==> src/rtl/dmem_ctrl_pkg.sv <==
// rtl/dmem_ctrl_pkg.sv - shared types and constants for the data-memory access controller
//
// Purpose: state encoding, default timeout and datapath width used by
// dmem_access_ctrl and its helpers.
// Contents:
//   DATA_W          address / data width of the memory port
//   TIMEOUT_DEFAULT default number of WAIT cycles before an access is abandoned
//   state_e         access sequencer states
package dmem_ctrl_pkg;

  localparam int DATA_W          = 32;
  localparam int TIMEOUT_DEFAULT = 64;

  typedef enum logic [1:0] {
    S_IDLE = 2'd0,
    S_WAIT = 2'd1,
    S_DONE = 2'd2
  } state_e;

endpackage

==> src/rtl/dmem_access_ctrl_sat_counter.sv <==
// rtl/dmem_access_ctrl_sat_counter.sv - saturating up-counter with synchronous clear
//
// Purpose: counts enabled cycles and holds at all-ones instead of wrapping.
// Ports:
//   clk_i  in  clock, rising edge
//   rst_i  in  asynchronous active-low clear
//   clr_i  in  synchronous clear, wins over en_i
//   en_i   in  count enable
//   cnt_o  out current count (W bits)
module sat_counter #(
  parameter int W = 8
) (
  input  logic         clk_i,
  input  logic         rst_i,
  input  logic         clr_i,
  input  logic         en_i,
  output logic [W-1:0] cnt_o
);

  logic [W-1:0] cnt_q;
  logic [W-1:0] cnt_d;

  always_comb begin
    cnt_d = cnt_q;
    if (clr_i) begin
      cnt_d = '0;
    end else if (en_i && (cnt_q != {W{1'b1}})) begin
      cnt_d = cnt_q + W'(1);
    end
  end

  always_ff @(posedge clk_i or negedge rst_i) begin
    if (!rst_i) begin
      cnt_q <= '0;
    end else begin
      cnt_q <= cnt_d;
    end
  end

  assign cnt_o = cnt_q;

endmodule

==> src/rtl/dmem_access_ctrl.sv <==
// rtl/dmem_access_ctrl.sv - MEM-stage sequencer for multi-cycle data-memory accesses
//
// Purpose: turns a load/store in MEM into a req/ack memory transaction, stalls
// the pipeline (and bubbles MEM/WB) while it is outstanding, abandons it after
// TIMEOUT WAIT cycles with a sticky error, and counts stall cycles.
// Ports:
//   clk_i, rst_i                 clock, asynchronous active-low reset
//   MemRead_i, MemWrite_i        load / store present in MEM
//   Addr_i, WriteData_i          address and store data from EX/MEM
//   mem_ack_i, mem_rdata_i       memory completion pulse and load data
//   mem_req_o, mem_we_o          registered request level and direction
//   mem_addr_o, mem_wdata_o      latched address and store data
//   stall_o, bubble_o            pipeline freeze and MEM/WB bubble
//   ReadData_o                   load result toward MEM/WB
//   err_o                        sticky timeout flag
//   stall_cnt_o                  saturating count of stalled cycles
module dmem_access_ctrl
  import dmem_ctrl_pkg::*;
#(
  parameter int TIMEOUT = TIMEOUT_DEFAULT,
  parameter int CNT_W   = 32
) (
  input  logic              clk_i,
  input  logic              rst_i,
  input  logic              MemRead_i,
  input  logic              MemWrite_i,
  input  logic [DATA_W-1:0] Addr_i,
  input  logic [DATA_W-1:0] WriteData_i,
  input  logic              mem_ack_i,
  input  logic [DATA_W-1:0] mem_rdata_i,
  output logic              mem_req_o,
  output logic              mem_we_o,
  output logic [DATA_W-1:0] mem_addr_o,
  output logic [DATA_W-1:0] mem_wdata_o,
  output logic              stall_o,
  output logic              bubble_o,
  output logic [DATA_W-1:0] ReadData_o,
  output logic              err_o,
  output logic [CNT_W-1:0]  stall_cnt_o
);

  // The timeout counter holds the number of WAIT cycles already spent, so it
  // only ever needs to reach TIMEOUT-1.
  localparam int            TW       = $clog2(TIMEOUT);
  localparam logic [TW-1:0] TMO_LAST = TW'(TIMEOUT - 1);

  state_e            state_q, state_d;
  logic              mem_req_q, mem_req_d;
  logic              mem_we_q, mem_we_d;
  logic [DATA_W-1:0] mem_addr_q, mem_addr_d;
  logic [DATA_W-1:0] mem_wdata_q, mem_wdata_d;
  logic [DATA_W-1:0] rdata_q, rdata_d;
  logic              err_q, err_d;

  logic              access;
  logic              issue;
  logic [TW-1:0]     tmo_cnt;

  assign access = MemRead_i | MemWrite_i;
  assign issue  = (state_q == S_IDLE) && access;

  // Stall covers the detection cycle in IDLE and every WAIT cycle; DONE lets
  // the pipeline advance so MEM/WB picks up ReadData_o exactly once.
  assign stall_o  = issue || (state_q == S_WAIT);
  assign bubble_o = stall_o;

  // Cleared on the IDLE->WAIT transition, counts while waiting.
  sat_counter #(.W(TW)) u_tmo_cnt (
    .clk_i (clk_i),
    .rst_i (rst_i),
    .clr_i (issue),
    .en_i  (state_q == S_WAIT),
    .cnt_o (tmo_cnt)
  );

  sat_counter #(.W(CNT_W)) u_stall_cnt (
    .clk_i (clk_i),
    .rst_i (rst_i),
    .clr_i (1'b0),
    .en_i  (stall_o),
    .cnt_o (stall_cnt_o)
  );

  always_comb begin
    state_d     = state_q;
    mem_req_d   = mem_req_q;
    mem_we_d    = mem_we_q;
    mem_addr_d  = mem_addr_q;
    mem_wdata_d = mem_wdata_q;
    rdata_d     = rdata_q;
    err_d       = err_q;

    unique case (state_q)
      S_IDLE: begin
        if (access) begin
          // A simultaneous read+write request is issued as a write.
          mem_addr_d  = Addr_i;
          mem_wdata_d = WriteData_i;
          mem_we_d    = MemWrite_i;
          mem_req_d   = 1'b1;
          state_d     = S_WAIT;
        end
      end
      S_WAIT: begin
        // Ack is checked first so a completion on the last allowed cycle
        // is never reported as a timeout.
        if (mem_ack_i) begin
          mem_req_d = 1'b0;
          if (!mem_we_q) begin
            rdata_d = mem_rdata_i;
          end
          state_d = S_DONE;
        end else if (tmo_cnt == TMO_LAST) begin
          mem_req_d = 1'b0;
          rdata_d   = '0;
          err_d     = 1'b1;
          state_d   = S_DONE;
        end
      end
      S_DONE: begin
        // MemRead/MemWrite still show the finished instruction here.
        state_d = S_IDLE;
      end
      default: begin
        state_d   = S_IDLE;
        mem_req_d = 1'b0;
      end
    endcase
  end

  always_ff @(posedge clk_i or negedge rst_i) begin
    if (!rst_i) begin
      state_q     <= S_IDLE;
      mem_req_q   <= 1'b0;
      mem_we_q    <= 1'b0;
      mem_addr_q  <= '0;
      mem_wdata_q <= '0;
      rdata_q     <= '0;
      err_q       <= 1'b0;
    end else begin
      state_q     <= state_d;
      mem_req_q   <= mem_req_d;
      mem_we_q    <= mem_we_d;
      mem_addr_q  <= mem_addr_d;
      mem_wdata_q <= mem_wdata_d;
      rdata_q     <= rdata_d;
      err_q       <= err_d;
    end
  end

  assign mem_req_o   = mem_req_q;
  assign mem_we_o    = mem_we_q;
  assign mem_addr_o  = mem_addr_q;
  assign mem_wdata_o = mem_wdata_q;
  assign ReadData_o  = rdata_q;
  assign err_o       = err_q;

endmodule

==> config.mk <==
export PLATFORM = sky130hd
export DESIGN_NAME = dmem_access_ctrl
export DESIGN_NICKNAME = d
export VERILOG_FILES = /design/src/rtl/dmem_ctrl_pkg.sv /design/src/rtl/dmem_access_ctrl_sat_counter.sv /design/src/rtl/dmem_access_ctrl.sv
export SDC_FILE = /design/constraint.sdc
export NUM_CORES = 1
export LEC_CHECK = 0
export ABC_AREA = 1
export CAP_MARGIN = 20
export CORE_MARGIN = 10
export CORE_UTILIZATION = 45
export CTS_CLUSTER_SIZE = 24
export DETAILED_ROUTE_END_ITERATION = 10
export PLACE_DENSITY = 0.82
export SYNTH_ARGS = -nofsm -noshare
export SYNTH_HDL_FRONTEND = slang
export SYNTH_SLANG_ARGS = --single-unit
==> constraint.sdc <==
create_clock -name clk_i -period 2.2 [get_ports clk_i]
set_clock_uncertainty 0.2 [all_clocks]
set_input_delay 0.22 -clock clk_i [delete_from_list [all_inputs] [get_ports clk_i]]
set_output_delay 0.22 -clock clk_i [all_outputs]
set_load 0.02 [all_outputs]
==> metrics.yaml <==
finalWirelength_mm: 19.53
syn_inst: 832
placed_cells: 1231
syn-num-nets: 935
synth_adder_area_share_pct: 0.3944
antenna_left: 0
syn_area_um2: 6345
grt_overflow: 0
path_cells: "ha_1 > inv_1 > nor2_4 > nand2_4 > nor2_8 > nand3b_4 > nand2_2 > buf_12 > nand2_1 > nand2_1"
tightest_slew_ps: 519.3
relSlewSlack_pct: 65.38
period_minus_slack_ps: 2026
final_cell_mix: "nand2_1, clkdlybuf4s50_1, dfrtp_1, nor2_1, inv_1"
postSynthAreaPerCell_um2: 7.626
pwr_density_cell_nw_per_um2: 1327
rrSetupSlack_ps: 170
vias: 6076
start_util_pct: 45.89
dpl.hpwl_mm: 14.30
hold_depth: 3
cp_slowest_cell: "dfrtp_1"
stdcell_count: 1264
crit_type: "reg -> reg"
slew_violations: 0
drt_iter0_markers: 484
cts_tree: "done"
clk_latency_ps: 420
grt_pass1_vias: 6316
yosysSeqAreaShare_pct: 54.82
synth.area.top_cells: "dfrtp_1, nand2_1, nor2_1"
cpPeakStageDelay_ps: 430
hold_class: "in -> reg"
clkSinkCount: 139
synth_compound_area_share_pct: 3.628
max_cap_violations: 0
ir_drop_mv: 0.9015
dieArea_um2: 19250
endpoint_kind: "flop"
track_usage_pct: 20.41
grt_max_degree: 65
async_flop_share_pct: 100.0
die_y_um: 138.7
r2r_start: "u_stall_cnt.cnt_o[1]$_DFFE_PN0P_"
leakagePower_nw: 4.629
core_region_area_um2: 13830
cp_num_cells: 10
critPathArrivalTime_ps: 2180
critPathTopFamily: "simple AND/OR/NAND/NOR gates"
numCtsBuffers: 17
worst_r2r_path_depth: 10
wire_per_inst_um: 15.45
route.detailed.vias_per_inst: 4.807
drive_gt1_share_pct: 5.351
finalCritPeriodShare_pct: 92.07
io_pins: 234
synth_top_area_share_pct: 54.82
root_buffer: "clkbuf_16"
fmax_mhz: 493.7
antenna_found_initial: 0
synth_top_cell_by_area: "dfrtp_1"
synth-simple-area-share_pct: 34.75
final_nets: 1174
min_to: "mem_wdata_o[21]$_DFFE_PN0P_"
synth.distinct_cells: 27
crit_fanout: 29
critical_path_buf_inv_count: 2
ys.flop_type: "dfrtp_1"
synthMuxAreaShare_pct: 0
finalSetupViolCount: 0
synth-seq-cells: 139
drc: 0
grt_pass1_wl_mm: 32.53
finalHoldViolCount: 0
syn_to_final_growth_pct: 51.67
synth_xor_area_share_pct: 1.795
synth_top_family_by_area: "simple AND/OR/NAND/NOR gates"
rsz0062_at_grt: "no"
reg2reg_to: "u_stall_cnt.cnt_o[17]$_DFFE_PN0P_"
hp-start: "WriteData_i[21]"
htreeDepth: 4
layout_commonest_cell: "nand2_1"
gp_congestion: 0.9024
synth_edf_count: 0
cts_max_path_buffers: 2
cts.clk_slew.worst_paths_ps: 60
tns_ps: 0
rows: 43
status: "finished, final reports clean"
port_buffers: 233
n_antenna_cell: 0
dieWidth_um: 138.7
startpoint_type: "flop"
crit_required_ps: 2350
ys_warn_count: 0
first_pass_iters: 5
crit_path_frequent_cell: "nand2_1"
how the worst max path moves through the flow:
stage / end / start / slack [ps]
after floorplan: u_stall_cnt.cnt_o[2]$_DFFE_PN0P_ / u_stall_cnt.cnt_o[0]$_DFFE_PN0P_ / 120
after global placement: u_tmo_cnt.cnt_o[1]$_DFFE_PN0P_ / MemWrite_i / 120
after detailed placement: mem_addr_o[1]$_DFFE_PN0P_ / MemWrite_i / 110
after CTS: u_stall_cnt.cnt_o[17]$_DFFE_PN0P_ / u_stall_cnt.cnt_o[1]$_DFFE_PN0P_ / 180
after global routing: ReadData_o[2]$_DFFE_PN0P_ / u_tmo_cnt.cnt_o[0]$_DFFE_PN0P_ / 7
final: u_stall_cnt.cnt_o[17]$_DFFE_PN0P_ / u_stall_cnt.cnt_o[1]$_DFFE_PN0P_ / 170
synthesized netlist by cell type, types with 2 or more instances:
master / count
nand2_1: 467
dfrtp_1: 139
nor2_1: 62
inv_1: 38
o21ai_0: 32
nand3_1: 23
clkbuf_1: 22
xnor2_1: 8
o21ai_1: 6
a21oi_1: 5
xor2_1: 5
buf_1: 3
buf_2: 3
buf_6: 3
ha_1: 2
nand4_1: 2
nor3_1: 2
layer usage:
| metal | GRT usage (%) | up-vias | part of all wire, % | routed length (um) |
|---|---|---|---|---|
| met3 | 11.30 | 20 | 12 | 2413 |
| met5 | 0 | - | 0 | 0 |
| li1 | - | 3011 | - | - |
| met2 | 33.68 | 236 | 48 | 9462 |
| met4 | 5.821 | 0 | 1.6 | 308 |
| met1 | 22.11 | 2809 | 38 | 7341 |
report_power, final:
group	leakage [nW]	internal [mW]	switching, mW
combinational	2.53	2.44	3.14
clock	0.310	2.02	1.08
sequential	1.79	3.49	0.595
total	4.63	7.95	4.82
state kept, by name (all words and copies together), names as in the netlist, 2 cells and up:
register / cells
u_stall_cnt.cnt_o: 32
state_q: 2
ReadData_o: 32
u_tmo_cnt.cnt_o: 6
mem_addr_o: 32
mem_wdata_o: 32
what timing repair did:
action / in CTS / in global routing
setup buffers: 0 / 0
gates resized for setup: 2 / 1
hold endpoints to repair: 116 / 0
endpoints found under the setup margin: 2 / 1
pin swaps: 0 / 0
hold buffers: 1 / 0
cell families (layout without fill, tap and decap cells):
family                   count (synthesis)  count (layout)
AND/OR/NAND/NOR                        563             563
AO/OA/AOI/OAI                           45              45
XOR/XNOR                                13              13
adder cells (fa/ha/maj)                  2               2
flip-flops                             139             139
buffers and inverters                   70             322
layout make-up:
class,count,area (um^2)
Timing Repair Buffer,252,2551
Tap cell,180,225.2
Clock buffer,23,488.0
Inverter,38,142.6
Multi-Input combinational cell,623,2580
Clock inverter,9,157.7
Sequential cell,139,3478
Fill cell,1089,4204
worst reg2reg max path, cell delays in order, from the launching register on:
cell and delay [ps]:
dfrtp_1 430, ha_1 230, inv_1 80, nor2_4 180, nand2_4 110, nor2_8 170
nand3b_4 110, nand2_2 90, buf_12 180, nand2_1 90, nand2_1 90
through the flow:
step / total power, mW / hold WS (ps) / area, um^2 / utilization, % / setup WS [ps]
floorplan: 6.870 / -275.6 / 6345 / - / 117.2
global placement: 9.626 / 19.82 / 8970 / 64.87 / 123.8
detailed placement: 9.743 / 19.93 / 8970 / 64.87 / 106.0
CTS: 12.90 / 117.1 / 9623 / 69.60 / 177.6
global route: 13.58 / 127.5 / 9623 / 69.60 / 6.868
finish: 12.77 / 132.0 / 9623 / 69.60 / 174.4
Power figures use the tool's default switching activity.
